===== src/rtl/proc_pkg.sv =====
// Shared types for proc_core: opcodes, FSM states, flag bit positions and instruction field layout.
package proc_pkg;

   typedef enum logic [4:0] {
      OP_ADD  = 5'd0,
      OP_SUB  = 5'd1,
      OP_MUL  = 5'd2,
      OP_DIV  = 5'd3,
      OP_MOD  = 5'd4,
      OP_AND  = 5'd5,
      OP_OR   = 5'd6,
      OP_XOR  = 5'd7,
      OP_GT   = 5'd8,
      OP_LT   = 5'd9,
      OP_EQ   = 5'd10,
      OP_NE   = 5'd11,
      OP_MOV  = 5'd12,
      OP_SHL  = 5'd13,
      OP_SHR  = 5'd14,
      OP_LDI  = 5'd15,
      OP_IN   = 5'd16,
      OP_OUT  = 5'd17,
      OP_HALT = 5'd18
   } op_e;

   typedef enum logic [2:0] {
      ST_IDLE,
      ST_EXEC,
      ST_IO_IN,
      ST_IO_OUT,
      ST_HALT
   } state_e;

   localparam int FLG_Z = 0;
   localparam int FLG_C = 1;
   localparam int FLG_S = 2;
   localparam int FLG_P = 3;
   localparam int FLG_V = 4;

   localparam int OP_MSB  = 15;
   localparam int OP_LSB  = 11;
   localparam int RD_MSB  = 10;
   localparam int RD_LSB  = 8;
   localparam int RS_MSB  = 7;
   localparam int RS_LSB  = 5;
   localparam int IMM_MSB = 7;
   localparam int IMM_LSB = 0;
   localparam int REG_AW  = 3;

endpackage


===== src/rtl/proc_if.sv =====
// Handshake bundle between proc_core and its instruction source / IO peripherals.
// master = source side (testbench, sequencer), slave = core side.
interface proc_if #(
   parameter int DATA_W = 8
);
   logic [15:0]       instr;
   logic              instr_valid;
   logic              instr_ready;
   logic [DATA_W-1:0] io_in;
   logic              io_in_valid;
   logic              io_in_ready;
   logic [DATA_W-1:0] io_out;
   logic              io_out_valid;
   logic              io_out_ready;
   logic [DATA_W-1:0] result;
   logic [4:0]        flags;
   logic              halted;

   modport master (
      output instr, instr_valid, io_in, io_in_valid, io_out_ready,
      input  instr_ready, io_in_ready, io_out, io_out_valid, result, flags, halted
   );

   modport slave (
      input  instr, instr_valid, io_in, io_in_valid, io_out_ready,
      output instr_ready, io_in_ready, io_out, io_out_valid, result, flags, halted
   );
endinterface


===== src/rtl/proc_regfile.sv =====
// Register file: two combinational read ports, one synchronous write port, synchronous clear on rst.
module proc_regfile
   import proc_pkg::*;
#(
   parameter int DATA_W = 8,
   parameter int NREGS  = 8
) (
   input  logic              clk,
   input  logic              rst,
   input  logic [REG_AW-1:0] rd_a_addr,
   input  logic [REG_AW-1:0] rd_b_addr,
   output logic [DATA_W-1:0] rd_a_dat,
   output logic [DATA_W-1:0] rd_b_dat,
   input  logic              wr_vld,
   input  logic [REG_AW-1:0] wr_addr,
   input  logic [DATA_W-1:0] wr_dat
);
   logic [DATA_W-1:0] regs_q [NREGS];
   logic [DATA_W-1:0] regs_d [NREGS];

   assign rd_a_dat = regs_q[rd_a_addr];
   assign rd_b_dat = regs_q[rd_b_addr];

   always_comb begin
      regs_d = regs_q;
      if (wr_vld) regs_d[wr_addr] = wr_dat;
   end

   always_ff @(posedge clk) begin
      if (rst) begin
         for (int i = 0; i < NREGS; i++) regs_q[i] <= '0;
      end else begin
         regs_q <= regs_d;
      end
   end
endmodule


===== src/rtl/proc_core.sv =====
// Multi-cycle execute core: ALU ops retire one edge after acceptance; IN/OUT stall until handshake.
// MUL/DIV/MOD exist only when PROC_MULDIV_EN is defined, otherwise opcodes 2-4 act as NOP.
module proc_core
   import proc_pkg::*;
#(
   parameter int DATA_W = 8,
   parameter int NREGS  = 8
) (
   input  logic  clk,
   input  logic  rst,
   proc_if.slave bus
);
   if (NREGS != 8) begin : g_nregs_chk
      $error("proc_core: NREGS must be 8");
   end
   if (DATA_W < 8) begin : g_width_chk
      $error("proc_core: DATA_W must be at least 8");
   end

   state_e            state_q, state_d;
   logic [15:0]       instr_q, instr_d;
   logic              instr_ready_q, instr_ready_d;
   logic              io_in_ready_q, io_in_ready_d;
   logic              io_out_valid_q, io_out_valid_d;
   logic [DATA_W-1:0] io_out_q, io_out_d;
   logic [DATA_W-1:0] result_q, result_d;
   logic [4:0]        flags_q, flags_d;
   logic              halted_q, halted_d;

   op_e               op;
   logic [REG_AW-1:0] rd_idx, rs_idx;
   logic [DATA_W-1:0] opa, opb, alu_res, wr_dat;
   logic              alu_c, alu_v, alu_wr, wr_vld;

   assign op     = op_e'(instr_q[OP_MSB:OP_LSB]);
   assign rd_idx = instr_q[RD_MSB:RD_LSB];
   assign rs_idx = instr_q[RS_MSB:RS_LSB];

   proc_regfile #(.DATA_W(DATA_W), .NREGS(NREGS)) u_regfile (
      .clk       (clk),
      .rst       (rst),
      .rd_a_addr (rd_idx),
      .rd_b_addr (rs_idx),
      .rd_a_dat  (opa),
      .rd_b_dat  (opb),
      .wr_vld    (wr_vld),
      .wr_addr   (rd_idx),
      .wr_dat    (wr_dat)
   );

   function automatic logic [4:0] mk_flags(input logic [DATA_W-1:0] res, input logic c,
                                           input logic v);
      logic [4:0] f;
      f        = '0;
      f[FLG_Z] = (res == '0);
      f[FLG_C] = c;
      f[FLG_S] = res[DATA_W-1];
      f[FLG_P] = ~^res;
      f[FLG_V] = v;
      return f;
   endfunction

`ifdef PROC_MULDIV_EN
   logic [2*DATA_W-1:0] prod;
   assign prod = (2*DATA_W)'(opa) * (2*DATA_W)'(opb);
`endif

   always_comb begin
      alu_res = '0;
      alu_c   = 1'b0;
      alu_v   = 1'b0;
      alu_wr  = 1'b1;
      case (op)
         OP_ADD: begin
            {alu_c, alu_res} = {1'b0, opa} + {1'b0, opb};
            alu_v = (opa[DATA_W-1] == opb[DATA_W-1]) && (alu_res[DATA_W-1] != opa[DATA_W-1]);
         end
         OP_SUB: begin
            alu_res = opa - opb;
            alu_c   = (opa < opb);
            alu_v   = (opa[DATA_W-1] != opb[DATA_W-1]) && (alu_res[DATA_W-1] != opa[DATA_W-1]);
         end
`ifdef PROC_MULDIV_EN
         OP_MUL: begin
            alu_res = prod[DATA_W-1:0];
            alu_c   = |prod[2*DATA_W-1:DATA_W];
         end
         OP_DIV: begin
            alu_c   = (opb == '0);
            alu_res = alu_c ? '1 : opa / opb;
         end
         OP_MOD: begin
            alu_c   = (opb == '0);
            alu_res = alu_c ? opa : opa % opb;
         end
`endif
         OP_AND:  alu_res = opa & opb;
         OP_OR:   alu_res = opa | opb;
         OP_XOR:  alu_res = opa ^ opb;
         OP_GT:   alu_res = DATA_W'(opa > opb);
         OP_LT:   alu_res = DATA_W'(opa < opb);
         OP_EQ:   alu_res = DATA_W'(opa == opb);
         OP_NE:   alu_res = DATA_W'(opa != opb);
         OP_MOV:  alu_res = opb;
         OP_SHL:  {alu_c, alu_res} = {opa, 1'b0};
         OP_SHR:  {alu_res, alu_c} = {1'b0, opa};
         OP_LDI:  alu_res = DATA_W'(instr_q[IMM_MSB:IMM_LSB]);
         default: alu_wr = 1'b0;
      endcase
   end

   always_comb begin
      state_d        = state_q;
      instr_d        = instr_q;
      instr_ready_d  = instr_ready_q;
      io_in_ready_d  = io_in_ready_q;
      io_out_valid_d = io_out_valid_q;
      io_out_d       = io_out_q;
      result_d       = result_q;
      flags_d        = flags_q;
      halted_d       = halted_q;
      wr_vld         = 1'b0;
      wr_dat         = alu_res;
      case (state_q)
         ST_IDLE: begin
            if (bus.instr_valid && instr_ready_q) begin
               instr_d       = bus.instr;
               instr_ready_d = 1'b0;
               if (op_e'(bus.instr[OP_MSB:OP_LSB]) == OP_HALT) begin
                  state_d  = ST_HALT;
                  halted_d = 1'b1;
               end else begin
                  state_d = ST_EXEC;
               end
            end
         end
         ST_EXEC: begin
            // IN/OUT park in their IO state; everything else retires here
            if (op == OP_IN) begin
               state_d       = ST_IO_IN;
               io_in_ready_d = 1'b1;
            end else if (op == OP_OUT) begin
               state_d        = ST_IO_OUT;
               io_out_d       = opa;
               io_out_valid_d = 1'b1;
            end else begin
               state_d       = ST_IDLE;
               instr_ready_d = 1'b1;
               if (alu_wr) begin
                  wr_vld   = 1'b1;
                  result_d = alu_res;
                  flags_d  = mk_flags(alu_res, alu_c, alu_v);
               end
            end
         end
         ST_IO_IN: begin
            if (bus.io_in_valid) begin
               wr_vld        = 1'b1;
               wr_dat        = bus.io_in;
               result_d      = bus.io_in;
               flags_d       = mk_flags(bus.io_in, 1'b0, 1'b0);
               io_in_ready_d = 1'b0;
               instr_ready_d = 1'b1;
               state_d       = ST_IDLE;
            end
         end
         ST_IO_OUT: begin
            if (bus.io_out_ready) begin
               io_out_valid_d = 1'b0;
               instr_ready_d  = 1'b1;
               state_d        = ST_IDLE;
            end
         end
         default: ;
      endcase
   end

   always_ff @(posedge clk) begin
      if (rst) begin
         state_q        <= ST_IDLE;
         instr_q        <= '0;
         instr_ready_q  <= 1'b1;
         io_in_ready_q  <= 1'b0;
         io_out_valid_q <= 1'b0;
         io_out_q       <= '0;
         result_q       <= '0;
         flags_q        <= '0;
         halted_q       <= 1'b0;
      end else begin
         state_q        <= state_d;
         instr_q        <= instr_d;
         instr_ready_q  <= instr_ready_d;
         io_in_ready_q  <= io_in_ready_d;
         io_out_valid_q <= io_out_valid_d;
         io_out_q       <= io_out_d;
         result_q       <= result_d;
         flags_q        <= flags_d;
         halted_q       <= halted_d;
      end
   end

   assign bus.instr_ready  = instr_ready_q;
   assign bus.io_in_ready  = io_in_ready_q;
   assign bus.io_out_valid = io_out_valid_q;
   assign bus.io_out       = io_out_q;
   assign bus.result       = result_q;
   assign bus.flags        = flags_q;
   assign bus.halted       = halted_q;
endmodule

===== src/flat_wrapper.sv =====
// flat-port wrapper written by rule: the top's interface ports become plain ports
module proc_core_flat import proc_pkg::*;
#(
   parameter int DATA_W = 8,
   parameter int NREGS  = 8
)
  (clk, rst, bus_instr, bus_instr_valid, bus_io_in, bus_io_in_valid, bus_io_out_ready, bus_instr_ready, bus_io_in_ready, bus_io_out, bus_io_out_valid, bus_result, bus_flags, bus_halted);
  proc_if #(.DATA_W(DATA_W)) bus_i ();
  input  logic clk;
  input  logic rst;
  input wire logic [$bits(bus_i.instr)-1:0] bus_instr;
  input wire logic [$bits(bus_i.instr_valid)-1:0] bus_instr_valid;
  input wire logic [$bits(bus_i.io_in)-1:0] bus_io_in;
  input wire logic [$bits(bus_i.io_in_valid)-1:0] bus_io_in_valid;
  input wire logic [$bits(bus_i.io_out_ready)-1:0] bus_io_out_ready;
  output wire logic [$bits(bus_i.instr_ready)-1:0] bus_instr_ready;
  output wire logic [$bits(bus_i.io_in_ready)-1:0] bus_io_in_ready;
  output wire logic [$bits(bus_i.io_out)-1:0] bus_io_out;
  output wire logic [$bits(bus_i.io_out_valid)-1:0] bus_io_out_valid;
  output wire logic [$bits(bus_i.result)-1:0] bus_result;
  output wire logic [$bits(bus_i.flags)-1:0] bus_flags;
  output wire logic [$bits(bus_i.halted)-1:0] bus_halted;
  assign bus_i.instr = bus_instr;
  assign bus_i.instr_valid = bus_instr_valid;
  assign bus_i.io_in = bus_io_in;
  assign bus_i.io_in_valid = bus_io_in_valid;
  assign bus_i.io_out_ready = bus_io_out_ready;
  assign bus_instr_ready = bus_i.instr_ready;
  assign bus_io_in_ready = bus_i.io_in_ready;
  assign bus_io_out = bus_i.io_out;
  assign bus_io_out_valid = bus_i.io_out_valid;
  assign bus_result = bus_i.result;
  assign bus_flags = bus_i.flags;
  assign bus_halted = bus_i.halted;
  proc_core #(.DATA_W(DATA_W), .NREGS(NREGS)) u_core (.clk(clk), .rst(rst), .bus(bus_i));
endmodule

===== config.mk =====
export PLATFORM = sky130hd
export DESIGN_NAME = proc_core_flat
export DESIGN_NICKNAME = d
export VERILOG_FILES = /design/src/rtl/proc_pkg.sv /design/src/rtl/proc_if.sv /design/src/rtl/proc_regfile.sv /design/src/rtl/proc_core.sv /design/src/flat_wrapper.sv
export SDC_FILE = /design/constraint.sdc
export NUM_CORES = 1
export LEC_CHECK = 0
export CAP_MARGIN = 20
export CORE_ASPECT_RATIO = 1.4
export CORE_MARGIN = 4
export CORE_UTILIZATION = 50
export CTS_CLUSTER_DIAMETER = 100
export DETAILED_ROUTE_END_ITERATION = 10
export HOLD_SLACK_MARGIN = 0.12
export PLACE_DENSITY = 0.71
export RECOVER_POWER = 100
export SLEW_MARGIN = 20
export SYNTH_ARGS = -nofsm -noshare
export SYNTH_HDL_FRONTEND = slang
export SYNTH_HIERARCHICAL = 1
export SYNTH_SLANG_ARGS = --single-unit

===== constraint.sdc =====
create_clock -name clk -period 5.8 [get_ports clk]
set_input_delay 0.58 -clock clk [delete_from_list [all_inputs] [get_ports clk]]
set_output_delay 0.58 -clock clk [all_outputs]
set_load 0.01 [all_outputs]

Word level (Yosys, flattened, before mapping)
Cells that the tools add are included.
Widths: inputs -> output; s select.
{"block": "word_totals", "regBits": 108, "inputBits": 29, "output_inout_bits": 25, "word_cells": 134}
{"block": "op_classes", "addsub": 2, "order_cmp": 5, "eq_ne": 32, "n_mux": 50, "n_bitwise": 6, "reduce_logical": 22}
{"operator": "$pmux 8 s13", "count": 1}
{"operator": "$mux 8", "count": 11}
{"operator": "$bwmux 64", "count": 1}
{"operator": "$bmux 8 s3", "count": 2}
{"operator": "$eq 5x4->1 const B", "count": 8}
{"operator": "$demux 8 s3", "count": 1}
{"operator": "$mux 5", "count": 4}
{"operator": "$logic_not 8->1", "count": 2}
{"operator": "$pmux 8 s2", "count": 1}
{"operator": "$reduce_xnor 8->1", "count": 2}
{"operator": "$eq 5x3->1 const B", "count": 3}
{"operator": "$eq 5x5->1 const B", "count": 3}
{"operator": "$mux 1", "count": 15}
{"operator": "$mux 3", "count": 5}
{"operator": "$reduce_or 13->1", "count": 1}
{"operator": "$pmux 3 s4", "count": 1}
{"operator": "$pmux 5 s2", "count": 1}
{"operator": "$add 8x8->9", "count": 1}
{"operator": "$reduce_and 3->1", "count": 3}
{"operator": "$and 8x8->8", "count": 1}
{"operator": "$eq 8x8->1", "count": 1}
{"operator": "$ge 4x4->1 const B", "count": 2}
{"operator": "$gt 8x8->1", "count": 1}
{"operator": "$lt 8x8->1", "count": 1}
{"operator": "26 further kinds", "count": 45}

Logic depth before layout (Yosys ltp)
Gate-level depths: netlist of the first run.
{"block": "depth", "word_depth": 12, "depth_mapped": 19, "mapped_depth_nobuf": 17}

Modules after synthesis
The synthesis of the first run kept the hierarchy.
{"module": "proc_core", "n_inst": 1, "cells_each": 456, "area_per_inst_um2": 3563.4, "seq_area_each_um2": 860.8}
{"module": "proc_regfile", "n_inst": 1, "cells_each": 330, "area_per_inst_um2": 3459.6, "seq_area_each_um2": 1281.2}

Least setup slack after synthesis of the first run
No wires, ideal clock.
{"block": "synth_timing", "path_type": "register to register", "startpoint": "reg u_core.instr_q[8]", "endpoint": "reg u_core.flags_q[3], in the netlist u_core/bus.flags[3]", "setup_ps": 134, "arrival_time_ps": 4002, "required_ps": 5666, "path_slack_ps": 1665, "stages_incl_launch_ff": 18, "path_buffers": 3, "synth_period_minus_slack_ps": 4135, "path_cell_list": "dfxtp_1 > buf_6 > buf_8 > mux4_1 > mux2_2 > inv_1 > ha_1 > clkbuf_1 > or4_1 > o211ai_1 > mux2_2 > and3_4 > ha_1 > xor2_1 > xnor2_1 > nand2_1 > o211ai_1 > a21oi_1"}
{"block": "synth_between", "elab_chain_cells": 11, "elab_cells_between_ends": 19, "cone_classes": "add/sub (2); order compare (2); eq/ne (2); mux (8); bitwise (4); reduce/logical (1)"}
{"item": "from (decl)", "line": "proc_core.sv:21", "rtl": "logic [15:0] instr_q, instr_d;"}
{"item": "from (signal assigned)", "line": "proc_core.sv:191", "rtl": "instr_q <= instr_d;"}
{"item": "$not 3->4 (implied by the code) *", "line": "proc_regfile.sv:21", "rtl": "assign rd_a_dat = regs_q[rd_a_addr];"}
{"item": "$bmux 8 s3 *", "line": "proc_regfile.sv:21"}
{"item": "$mux 8 (implied by the code) * (2 in a row)", "line": "proc_regfile.sv:21"}
{"item": "named net u_core.opa[4]", "line": "proc_core.sv:32", "rtl": "logic [DATA_W-1:0] opa, opb, alu_res, wr_dat;"}
{"item": "$sub 8x8->8 (tied with other cells)", "line": "proc_core.sv:79", "rtl": "alu_res = opa - opb;"}
{"item": "$pmux 8 s13 *", "line": "proc_core.sv:73", "rtl": "case (op)"}
{"item": "$reduce_xnor 8->1 *", "line": "proc_core.sv:58", "rtl": "f[FLG_P] = ~^res;"}
{"item": "$mux 5 *", "line": "proc_core.sv:149", "rtl": "if (alu_wr) begin"}
{"item": "$mux 5 *", "line": "proc_core.sv:142", "rtl": "end else if (op == OP_OUT) begin"}
{"item": "$mux 5 *", "line": "proc_core.sv:139", "rtl": "if (op == OP_IN) begin"}
{"item": "$pmux 5 s2 *", "line": "proc_core.sv:124", "rtl": "case (state_q)"}
{"item": "to (signal assigned)", "line": "proc_core.sv:197", "rtl": "flags_q <= flags_d;"}
{"item": "to (decl)", "line": "proc_core.sv:27", "rtl": "logic [4:0] flags_q, flags_d;"}
The timed path passes the listed nets; every way through them passes the cells marked *. The select of a mux whose other input is x is not followed.
A chain may end at the register's enable or synchronous reset.

Worst setup path after layout of the first run
{"block": "layout_timing", "startpoint": "reg u_core.instr_q[8]", "endpoint": "reg u_core/u_regfile/regs_q[14] (netlist name)"}
{"block": "layout_between", "elab_chain_cells": 9, "elab_cells_between_ends": 18, "cone_classes": "add/sub (2); order compare (2); mux (9); bitwise (4); reduce/logical (1)"}
{"item": "$not 3->4 (implied by the code) *", "line": "proc_regfile.sv:21"}
{"item": "$bmux 8 s3 *", "line": "proc_regfile.sv:21"}
{"item": "$mux 8 (implied by the code) * (2 in a row)", "line": "proc_regfile.sv:21"}
{"item": "named net u_core.opa[0]", "line": "proc_core.sv:32"}
{"item": "$sub 8x8->8 or $add 8x8->9 (tied branches)", "line": "proc_core.sv:79, proc_core.sv:75"}
{"item": "$pmux 8 s13 *", "line": "proc_core.sv:73"}
{"item": "$mux 8", "line": "proc_core.sv:157", "rtl": "if (bus.io_in_valid) begin"}
{"item": "$mux 8 *", "line": "proc_core.sv:124"}
{"item": "named net u_core.wr_dat[6]", "line": "proc_core.sv:32"}
{"item": "$bwmux 64 *", "line": "proc_regfile.sv:26", "rtl": "if (wr_vld) regs_d[wr_addr] = wr_dat;"}
{"item": "to (signal assigned)", "line": "proc_regfile.sv:33", "rtl": "regs_q <= regs_d;"}
{"item": "to (decl)", "line": "proc_regfile.sv:18", "rtl": "logic [DATA_W-1:0] regs_q [NREGS];"}
Marked as above.

==> results.json, run 1 <==
{
  "outcome": "finished with violations",
  "violations": "capacitance limit, slew limit",
  "synth_seq_cells": 107,
  "clock-sinks": 107,
  "path_cells": "mux4_1 > mux2_1 > ha_1 > fa_1 > a21o_1 > a221oi_1 > xnor2_1 > nor2_1 > a211oi_1 > a21oi_1 > nand2_1 > a21oi_1",
  "synth_compound_area_share_pct": 15.2,
  "grt_pass1_vias": 6099,
  "min_from": "u_core/bus.halted$_SDFFE_PP0P_",
  "synth_top_family_by_area": "multiplexers",
  "cts_setup_buffers": 0,
  "place_area_um2": 7540,
  "cp_max_fo": 28,
  "clkPwrFrac_pct": 36.8,
  "cp_num_buf_inv": 0,
  "area_delta_synth_final_pct": 11.7,
  "rsz0062_at_grt": "no",
  "synth-main-ff-cell": "dfxtp_1",
  "core-area_um2": 13800,
  "rrSetupSlack_ns": 0.60,
  "max_clock_freq_ghz": 0.192,
  "grt_usage_pct": 27.8,
  "hold_depth": 2,
  "netlist_top_cells_count": "nand2_1, dfxtp_1, a21oi_1",
  "gp_congestion": 0.904,
  "num_vias": 6183,
  "synth_adder_area_share_pct": 6.45,
  "min_to": "u_core/bus.halted$_SDFFE_PP0P_",
  "grt_overflow": 0,
  "hold_violations": 0,
  "io-pin-count": 54,
  "synthSimpleGateAreaFrac_pct": 19.7,
  "netlist_top_cells_area": "dfxtp_1, mux4_1, nand2_1, a21oi_1, ha_1",
  "endpoint_kind": "flip-flop",
  "ys_types": 83,
  "grt_pass1_wl_mm": 34.0,
  "tritoncts": "done",
  "startpoint_type": "flip-flop",
  "die_w_um": 108,
  "htreeDepth": 3,
  "wl_mm": 22.0,
  "worst_pin_slew_ns": 3.07,
  "r2r_cells": 12,
  "crit_arrival_ns": 5.48,
  "antenna_found_initial": 0,
  "nets": 855,
  "wl_per_cell_um": 22.4,
  "min_period_ns": 5.20,
  "avgSynthCellArea_um2": 8.94,
  "swShare_pct": 30.8,
  "crit_top_cell": "a21oi_1",
  "cts_buffers": 9,
  "dr.pass1.iters": 5,
  "synth_async_sr_flop_share_pct": 0,
  "peakVddDrop_uv": 154,
  "cts.repair.resized": 0,
  "final_cell_area_um2": 7850,
  "yosysMostFrequentCell": "nand2_1",
  "min_path_type": "flip-flop to flip-flop",
  "post-route-period-util_pct": 89.7,
  "clockBufferDepth": 2,
  "p_int_w": 0.00125,
  "fill_cells": 1269,
  "crit_type": "flip-flop to flip-flop",
  "clk_latency_ns": 0.36,
  "grt_max_degree": 79,
  "cellLeakagePower_nw": 3.05,
  "maxSlewHeadroom_pct": -107,
  "antennaDiodeCount": 0,
  "drv_cap": 1,
  "clkTransAtPathRegs_ns": 0.08,
  "synthMuxAreaShare_pct": 20.1,
  "power_density_nw_per_um2": 230,
  "synthDominantCellAreaShare_pct": 30.5,
  "seq_power_share_pct": 45.1,
  "slowest_delay_ns": 1.14,
  "die_h_um": 148,
  "via_per_inst": 6.30,
  "setup_tns_ns": 0,
  "first_iter_violations": 333,
  "slowest_stage": "dfxtp_1",
  "ant_nets": 0,
  "p_comb_share_pct": 18.1,
  "die-area_um2": 16000,
  "synth_fp_nets": 850,
  "io_buffers": 53,
  "ys_seq_area_share_pct": 30.5,
  "drive_gt1_share_pct": 7.79,
  "fin_skew_ns": 0.00646,
  "p_switching_w": 0.000555,
  "r2r_start": "u_core/instr_q[8]$_SDFFE_PP0P_",
  "initial_core_util_pct": 50.7,
  "cp.required_ns": 6.08,
  "cts_hold_buf": 0,
  "timing.rr.end": "u_core/u_regfile/regs_q[14]$_SDFFE_PP0P_",
  "hpwl_mm": 16.1,
  "cts_root_buf": "clkbuf_16",
  "setup_viol": 0,
  "synth-warning-count": 6,
  "maxSlewViolCount": 19,
  "synth_top_cell_by_area": "dfxtp_1",
  "rows": 51,
  "drc": 0,
  "synth-edff-count": 0,
  "synth_area_um2": 7020,
  "crit_family": "compound AO/OA/AOI/OAI gates",
  "netlist_instances": 786,
  "synth_xor_area_share_pct": 1.37
}
## cell usage in the layout (no fill, tap or decap), types with 4 or more instances in the layout
cell             synthesis  routed
a211o_1                  4       4
a21o_1                   4       4
a21oi_1                 85      86
a221oi_1                 5       5
a22o_1                   4       4
a22oi_1                 13      13
and3_1                   3       4
and4b_1                  4       4
buf_4                    5       6
clkbuf_16                0       9
clkdlybuf4s50_1          0      26
dfxtp_1                107     106
dlygate4sd3_1            0      26
ha_1                    33      33
inv_1                   36      36
mux2_2                  18      15
mux2i_1                 36      36
mux4_1                  30      30
nand2_1                136     136
nand2b_1                 5       5
nand3_1                  8       8
nor2_1                  61      61
nor2_2                   4       4
nor2b_1                  4       4
nor3_1                  10      11
nor3b_1                  4       4
nor4_1                   7       8
o211ai_1                 4       4
o21ai_0                  4       4
o22ai_1                  4       4
or3_1                    4       4
xnor2_1                  9       9
## worst min-delay path, stage by stage, from the launching register on
cell	delay, ns
dfxtp_1	0.32
inv_1	0.05
a21oi_1	0.05
## cells by family (layout without fill, tap and decap cells)
logic type | after synthesis | after routing
compound gates | 162 | 162
xor+xnor | 11 | 11
fa+ha+maj | 35 | 35
buf+inv | 101 | 111
flops | 107 | 107
mux | 87 | 87
simple gates | 283 | 283
## cell type report
| cell class | instances | area [um^2] | share of cell area [%] |
|---|---|---|---|
| clock buffer | 10 | 239 | 3.05 |
| clock inverter | 6 | 82.6 | 1.05 |
| inverter | 37 | 139 | 1.77 |
| multi-input combinational | 578 | 4440 | 56.7 |
| sequential | 107 | 2140 | 27.3 |
| tap | 185 | 231 | 2.95 |
| timing repair buffer | 58 | 566 | 7.21 |
## power by group through the flow
stage / Combinational [W] / Sequential, W / Clock (W)
after floorplan: 0.000254 / 0.000790 / 0
after global placement: 0.000322 / 0.000828 / 0
after detailed placement: 0.000326 / 0.000829 / 0
after CTS: 0.000328 / 0.000812 / 0.000679
after global routing: 0.000351 / 0.000818 / 0.000708
final: 0.000326 / 0.000813 / 0.000663
## through the flow
stage	std cells	utilization, %	total power [W]	hold slack (ns)	setup slack (ns)
global placement	965	54.5	0.00115	0.430	0.924
detailed placement	965	54.5	0.00115	0.445	0.790
finish	981	56.7	0.00180	0.452	0.596
floorplan	786	-	0.00104	0.436	1.66
CTS	981	56.8	0.00182	0.457	0.783
global route	981	56.7	0.00188	0.470	0.289
## registers in the layout, indices dropped and copies added, names as in the netlist
register and cells:
u_core/u_regfile/regs_q 64, u_core/instr_q 16, u_core/bus.io_out 8, u_core/bus.result 7, u_core/bus.flags 5, u_core/state_q 3
u_core/bus.halted 1, u_core/bus.instr_ready 1, u_core/bus.io_in_ready 1, u_core/bus.io_out_valid 1
## layer usage
metal	share of wire (%)	wire, um	track usage, %	up-vias
li1	-	-	-	2847
met1	37	8070	31.0	3032
met2	53	11500	50.0	226
met3	4.9	1090	3.99	78
met4	5.8	1270	15.7	0
met5	0	0	0	-
## worst max path at each step
stage                                                from                                       end  cells after the start
after CTS                  u_core/instr_q[8]$_SDFFE_PP0P_          u_core/bus.flags[3]$_SDFFE_PP0P_                     15
after detailed placement   u_core/instr_q[8]$_SDFFE_PP0P_          u_core/bus.flags[3]$_SDFFE_PP0P_                     15
after global placement    u_core/instr_q[10]$_SDFFE_PP0P_          u_core/bus.flags[3]$_SDFFE_PP0P_                     15
final                      u_core/instr_q[8]$_SDFFE_PP0P_  u_core/u_regfile/regs_q[14]$_SDFFE_PP0P_                     12
after floorplan            u_core/instr_q[8]$_SDFFE_PP0P_          u_core/bus.flags[3]$_SDFFE_PP0P_                     17
after global routing       u_core/instr_q[8]$_SDFFE_PP0P_          u_core/bus.flags[3]$_SDFFE_PP0P_                     15
Note: power is estimated with default switching activity, not from simulation.
==> inputs of run 2 (changes only) <==
--- a/config.mk
+++ b/config.mk
@@ -7,7 +7,6 @@
 export LEC_CHECK = 0
 export CAP_MARGIN = 20
 export CORE_ASPECT_RATIO = 1.4
-export CORE_MARGIN = 4
 export CORE_UTILIZATION = 50
 export CTS_CLUSTER_DIAMETER = 100
 export DETAILED_ROUTE_END_ITERATION = 10
==> run 2 against run 1 <==
The flow still finishes with violations (capacitance limit, slew limit). Largest power group unchanged. Worst hold slack worse by 0.00096 ns. Sequential share of layout area up 0.14 points. Fmax up 3.1%. Flip-flop and latch count unchanged. Worst setup slack better by 0.16 ns. Critical endpoint is now u_core/bus.flags[3]$_SDFFE_PP0P_. Non-clock buffer count unchanged. Clock skew about the same. Largest cell class unchanged. Total power down 2.3%.
==> results.json, run 2 (same netlist as run 1, synthesis figures left out) <==
{
  "outcome": "finished with violations",
  "violations": "capacitance limit, slew limit",
  "cp_max_fo": 25,
  "final_common_cell": "nand2_1",
  "grt_pass1_vias": 6080,
  "drive_gt1_share_pct": 6.53,
  "cellLeakagePower_nw": 3.04,
  "core-area_um2": 13500,
  "layout_common_cells": "nand2_1, dfxtp_1, a21oi_1, nor2_1",
  "p_switching_w": 0.000533,
  "clock-sinks": 107,
  "cp.depth": 15,
  "endpoint_kind": "flip-flop",
  "io_buffers": 53,
  "clockBufferDepth": 2,
  "peakVddDrop_uv": 192,
  "antenna_found_initial": 0,
  "max_clock_freq_ghz": 0.198,
  "hpwl_mm": 15.7,
  "setup_viol": 0,
  "power_density_nw_per_um2": 226,
  "wl_mm": 21.3,
  "clkPwrFrac_pct": 35.4,
  "largest_reg_flops": 64,
  "maxSlewHeadroom_pct": -50.1,
  "io-pin-count": 54,
  "worst_pin_slew_ns": 2.23,
  "cts_buffers": 9,
  "grt_overflow": 0,
  "nets": 855,
  "cts_setup_buffers": 0,
  "clk_latency_ns": 0.36,
  "crit_top_cell": "a21oi_1",
  "cp.required_ns": 6.01,
  "cp_num_buf_inv": 1,
  "fill_cells": 1261,
  "die_w_um": 102,
  "p_int_w": 0.00123,
  "timing.hold.ws_ns": 0.451,
  "min_period_ns": 5.05,
  "p_comb_share_pct": 18.6,
  "path_cells": "mux4_1 > mux2_1 > inv_1 > ha_1 > nand2b_1 > a21oi_1 > a21oi_1 > o2111a_1 > a311oi_1 > ha_1 > xnor2_1 > xnor2_1 > nand2_1 > o211ai_1 > a21oi_1",
  "ant_nets": 0,
  "antennaDiodeCount": 0,
  "cts.repair.resized": 0,
  "fin_skew_ns": 0.00668,
  "drc": 0,
  "max_flop_register": "u_core/u_regfile/regs_q",
  "cts_hold_buf": 0,
  "hold_depth": 2,
  "drv_cap": 1,
  "grt_pass1_wl_mm": 33.0,
  "startpoint_type": "flip-flop",
  "crit_family": "compound AO/OA/AOI/OAI gates",
  "hold_violations": 0,
  "gp_congestion": 0.935,
  "min_path_type": "flip-flop to flip-flop",
  "num_vias": 6131,
  "slowest_stage": "dfxtp_1",
  "die-area_um2": 14500,
  "cts_root_buf": "clkbuf_16",
  "initial_core_util_pct": 52.0,
  "swShare_pct": 30.3,
  "area_delta_synth_final_pct": 11.1,
  "first_iter_violations": 307,
  "grt_usage_pct": 30.6,
  "die_h_um": 142,
  "maxSlewViolCount": 12,
  "rows": 50,
  "htreeDepth": 3,
  "dr.pass1.iters": 5,
  "tritoncts": "done",
  "grt_max_degree": 111,
  "post-route-period-util_pct": 87.0,
  "via_per_inst": 6.27,
  "power_w": 0.00176,
  "wl_per_cell_um": 21.8,
  "clkTransAtPathRegs_ns": 0.07,
  "setup_tns_ns": 0,
  "crit_type": "flip-flop to flip-flop",
  "seq_power_share_pct": 46.0,
  "rsz0062_at_grt": "no",
  "r2r_cells": 15,
  "slowest_delay_ns": 1.03,
  "crit_arrival_ns": 5.26
}
-- run 2: cell types whose count changed in the layout (fill, tap and decap cells not counted), moves of 3 or more --
cell,previous run,this run
buf_4,6,3
mux2_2,15,9
clkbuf_1,0,3
mux2_1,3,9
-- run 2: worst paths after layout --
path                                           end                             from  slack (ns)
hold / removal      u_core/bus.halted$_SDFFE_PP0P_   u_core/bus.halted$_SDFFE_PP0P_        0.45
setup / recovery  u_core/bus.flags[3]$_SDFFE_PP0P_  u_core/instr_q[10]$_SDFFE_PP0P_        0.75
hold reg to reg     u_core/bus.halted$_SDFFE_PP0P_   u_core/bus.halted$_SDFFE_PP0P_        0.45
setup reg to reg  u_core/bus.flags[3]$_SDFFE_PP0P_  u_core/instr_q[10]$_SDFFE_PP0P_        0.75
-- run 2: tightest hold or removal path, cell delays in order, from the launching register on --
cell and delay (ns):
dfxtp_1 0.31, inv_1 0.04, a21oi_1 0.05
-- run 2: area by class of cell --
class	instances	area [um^2]	area share (%)
Multi-Input combinational cell	578	4440	56.9
Sequential cell	107	2140	27.5
Timing Repair Buffer	58	563	7.22
Clock buffer	11	233	2.98
Tap cell	182	228	2.92
Inverter	37	139	1.78
Clock inverter	5	61.3	0.786
-- run 2: through the flow --
step / instances / instance area (um^2) / setup slack, ns / utilization (%)
6_report: 978 / 7800 / 0.754 / 57.7
5_1_grt: 978 / 7800 / 0.521 / 57.7
4_1_cts: 978 / 7830 / 0.878 / 58.0
3_5_place_dp: 962 / 7540 / 0.904 / 55.8
3_3_place_gp: 961 / 7530 / 0.930 / 55.8
2_1_floorplan: 786 / 7020 / 1.66 / -
-- run 2: power by group through the flow --
stage | clock network (W) | logic, W | registers (W)
floorplan | 0 | 0.000254 | 0.000790
global placement | 0 | 0.000327 | 0.000827
detailed placement | 0 | 0.000329 | 0.000829
CTS | 0.000640 | 0.000330 | 0.000811
global route | 0.000663 | 0.000352 | 0.000814
finish | 0.000623 | 0.000328 | 0.000811
-- run 2: layer usage --
layer | track usage (%) | routed length (um) | up-vias
li1 | - | - | 2842
met1 | 34.2 | 8130 | 2993
met2 | 54.0 | 11000 | 226
met3 | 3.83 | 1040 | 70
met4 | 19.1 | 1130 | 0
met5 | 0 | 0 | -
==> inputs of run 3 (changes only) <==
--- a/config.mk
+++ b/config.mk
@@ -8,10 +8,10 @@
 export CAP_MARGIN = 20
 export CORE_ASPECT_RATIO = 1.4
 export CORE_UTILIZATION = 50
-export CTS_CLUSTER_DIAMETER = 100
 export DETAILED_ROUTE_END_ITERATION = 10
+export GPL_ROUTABILITY_DRIVEN = 0
 export HOLD_SLACK_MARGIN = 0.12
-export PLACE_DENSITY = 0.71
+export PLACE_DENSITY_LB_ADDON = 0.1
 export RECOVER_POWER = 100
 export SLEW_MARGIN = 20
 export SYNTH_ARGS = -nofsm -noshare
==> run 3 against run 2 <==
The flow now finishes without violations. Clock-buffer cell count unchanged. First-iteration DRC count up 3.9%. Via count down 1.7%. Total power up 0.88%. Worst hold slack worse by 0.011 ns. Cell count up 0.10%. Utilization up 0.17 points. Wire length down 4.2%. Critical path depth up 1. Critical endpoint unchanged. Highest routed layer unchanged.
==> results.json, run 3 (same netlist as run 1, synthesis figures left out) <==
{
  "outcome": "finished, final reports clean",
  "peakVddDrop_uv": 132,
  "setup_tns_ns": 0,
  "min_from": "u_core/bus.io_out_valid$_SDFFE_PP0P_",
  "core-area_um2": 13500,
  "cp_num_buf_inv": 2,
  "nets": 856,
  "max_flop_register": "u_core/u_regfile/regs_q",
  "first_iter_violations": 319,
  "cts_setup_buffers": 0,
  "wl_met1_mm": 7.89,
  "grt_max_degree": 111,
  "largest_reg_flops": 64,
  "dr_wl_met3_mm": 1.07,
  "antenna_found_initial": 0,
  "min_period_ns": 5.10,
  "cts_root_buf": "clkbuf_16",
  "antennaDiodeCount": 0,
  "cp_max_fo": 17,
  "clkTransAtPathRegs_ns": 0.07,
  "die-area_um2": 14500,
  "rrSetupSlack_ns": 0.70,
  "crit_family": "flip-flops",
  "dr.pass1.iters": 7,
  "r2r_cells": 16,
  "timing.rr.end": "u_core/bus.flags[3]$_SDFFE_PP0P_",
  "multi_input_area_um2": 4440,
  "grt_overflow": 0,
  "grt_usage_pct": 29.5,
  "maxSlewViolCount": 0,
  "power_w": 0.00178,
  "grt_pass1_vias": 5954,
  "die_h_um": 142,
  "slowest_stage": "dfxtp_1",
  "path_cells": "clkbuf_1 > mux4_1 > mux2_2 > inv_1 > ha_1 > nor4_1 > nand2_1 > xnor2_1 > o2111ai_1 > a311oi_1 > ha_1 > xnor2_1 > xnor2_1 > nand2_1 > o211ai_1 > a21oi_1",
  "wl_per_cell_um": 20.9,
  "drive_gt1_share_pct": 6.90,
  "fill_cells": 1254,
  "rsz0062_at_grt": "no",
  "highest_layer": "met4",
  "cts.repair.resized": 0,
  "num_vias": 6029,
  "layout_common_cells": "nand2_1, dfxtp_1, a21oi_1, nor2_1",
  "endpoint_kind": "flip-flop",
  "min_path_type": "flip-flop to flip-flop",
  "startpoint_type": "flip-flop",
  "via_per_inst": 6.16,
  "clockBufferDepth": 2,
  "htreeDepth": 3,
  "crit_arrival_ns": 5.30,
  "max_clock_freq_ghz": 0.196,
  "tritoncts": "done",
  "final_common_cell": "nand2_1",
  "area_delta_synth_final_pct": 11.4,
  "crit_top_cell": "xnor2_1",
  "hpwl_mm": 15.0,
  "cp.required_ns": 6.00,
  "clk_latency_ns": 0.36,
  "fin_skew_ns": 0.0103,
  "hold_depth": 2,
  "cellLeakagePower_nw": 3.04,
  "grt_pass1_wl_mm": 32.0,
  "worst_pin_slew_ns": 1.08,
  "drc": 0,
  "wl_met2_mm": 10.4,
  "crit_type": "flip-flop to flip-flop",
  "maxSlewHeadroom_pct": 27.5,
  "ff_latch_area_um2": 2140,
  "power_density_nw_per_um2": 227,
  "initial_core_util_pct": 52.0,
  "r2r_start": "u_core/instr_q[10]$_SDFFE_PP0P_",
  "clock-sinks": 107,
  "hold_violations": 0,
  "min_to": "u_core/bus.io_out_valid$_SDFFE_PP0P_",
  "rows": 50,
  "setup_viol": 0,
  "slowest_delay_ns": 0.93,
  "io-pin-count": 54,
  "die_w_um": 102,
  "cts_buffers": 9,
  "wl_mm": 20.4,
  "ant_nets": 0,
  "io_buffers": 53,
  "drv_cap": 0,
  "cts_hold_buf": 0,
  "post-route-period-util_pct": 87.9
}
run 3: changes by cell type in the layout (fill, tap and decap cells not counted), sizes merged:
cell	previous run	this run
clkinv	3	0
clkbuf	12	14
buf	5	4
inv	38	40
clkinvlp	0	1
run 3: how the worst max path moves through the flow:
stage / startpoint / depth (start not counted) / end
after floorplan: u_core/instr_q[8]$_SDFFE_PP0P_ / 17 / u_core/bus.flags[3]$_SDFFE_PP0P_
after global placement: u_core/instr_q[10]$_SDFFE_PP0P_ / 15 / u_core/bus.flags[3]$_SDFFE_PP0P_
after detailed placement: u_core/instr_q[10]$_SDFFE_PP0P_ / 15 / u_core/bus.flags[3]$_SDFFE_PP0P_
after CTS: u_core/instr_q[10]$_SDFFE_PP0P_ / 15 / u_core/bus.flags[3]$_SDFFE_PP0P_
after global routing: u_core/instr_q[10]$_SDFFE_PP0P_ / 16 / u_core/bus.flags[3]$_SDFFE_PP0P_
final: u_core/instr_q[10]$_SDFFE_PP0P_ / 16 / u_core/bus.flags[3]$_SDFFE_PP0P_
run 3: layer usage:
layer | global-route usage (%) | vias to the layer above
met4 | 16.3 | 0
li1 | - | 2847
met1 | 33.6 | 2905
met2 | 51.7 | 216
met5 | 0 | -
met3 | 4.62 | 61
run 3: through the flow:
stage	area, um^2	hold slack, ns	std cells	worst slack [ns]	utilization [%]
floorplan	7020	0.436	786	1.66	-
finish	7820	0.440	979	0.703	57.9
detailed placement	7540	0.436	962	0.989	55.8
CTS	7850	0.448	978	0.956	58.1
global placement	7540	0.433	962	1.05	55.8
global route	7820	0.451	979	0.368	57.9
run 3: area by class of cell:
cell class | count | area share (%)
inverters | 37 | 1.78
repair buffers | 59 | 7.24
well taps | 182 | 2.91
clock inverters | 5 | 0.848
flip-flops and latches | 107 | 27.4
multi-input cells | 578 | 56.7
clock buffers | 11 | 3.10
run 3: power breakdown:
group / switching, W / total (W) / internal [W] / leakage [nW]
combinational: 0.000192 / 0.000325 / 0.000134 / 2.03
sequential: 0.0000523 / 0.000809 / 0.000756 / 0.865
clock: 0.000289 / 0.000643 / 0.000353 / 0.149
run 3: worst reg2reg max path: stages, from the launching register on:
cell and delay [ns]:
dfxtp_1 0.93, clkbuf_1 0.61, mux4_1 0.38, mux2_2 0.39, inv_1 0.12, ha_1 0.34
nor4_1 0.32, nand2_1 0.14, xnor2_1 0.16, o2111ai_1 0.12, a311oi_1 0.49, ha_1 0.36
xnor2_1 0.20, xnor2_1 0.14, nand2_1 0.07, o211ai_1 0.10, a21oi_1 0.08
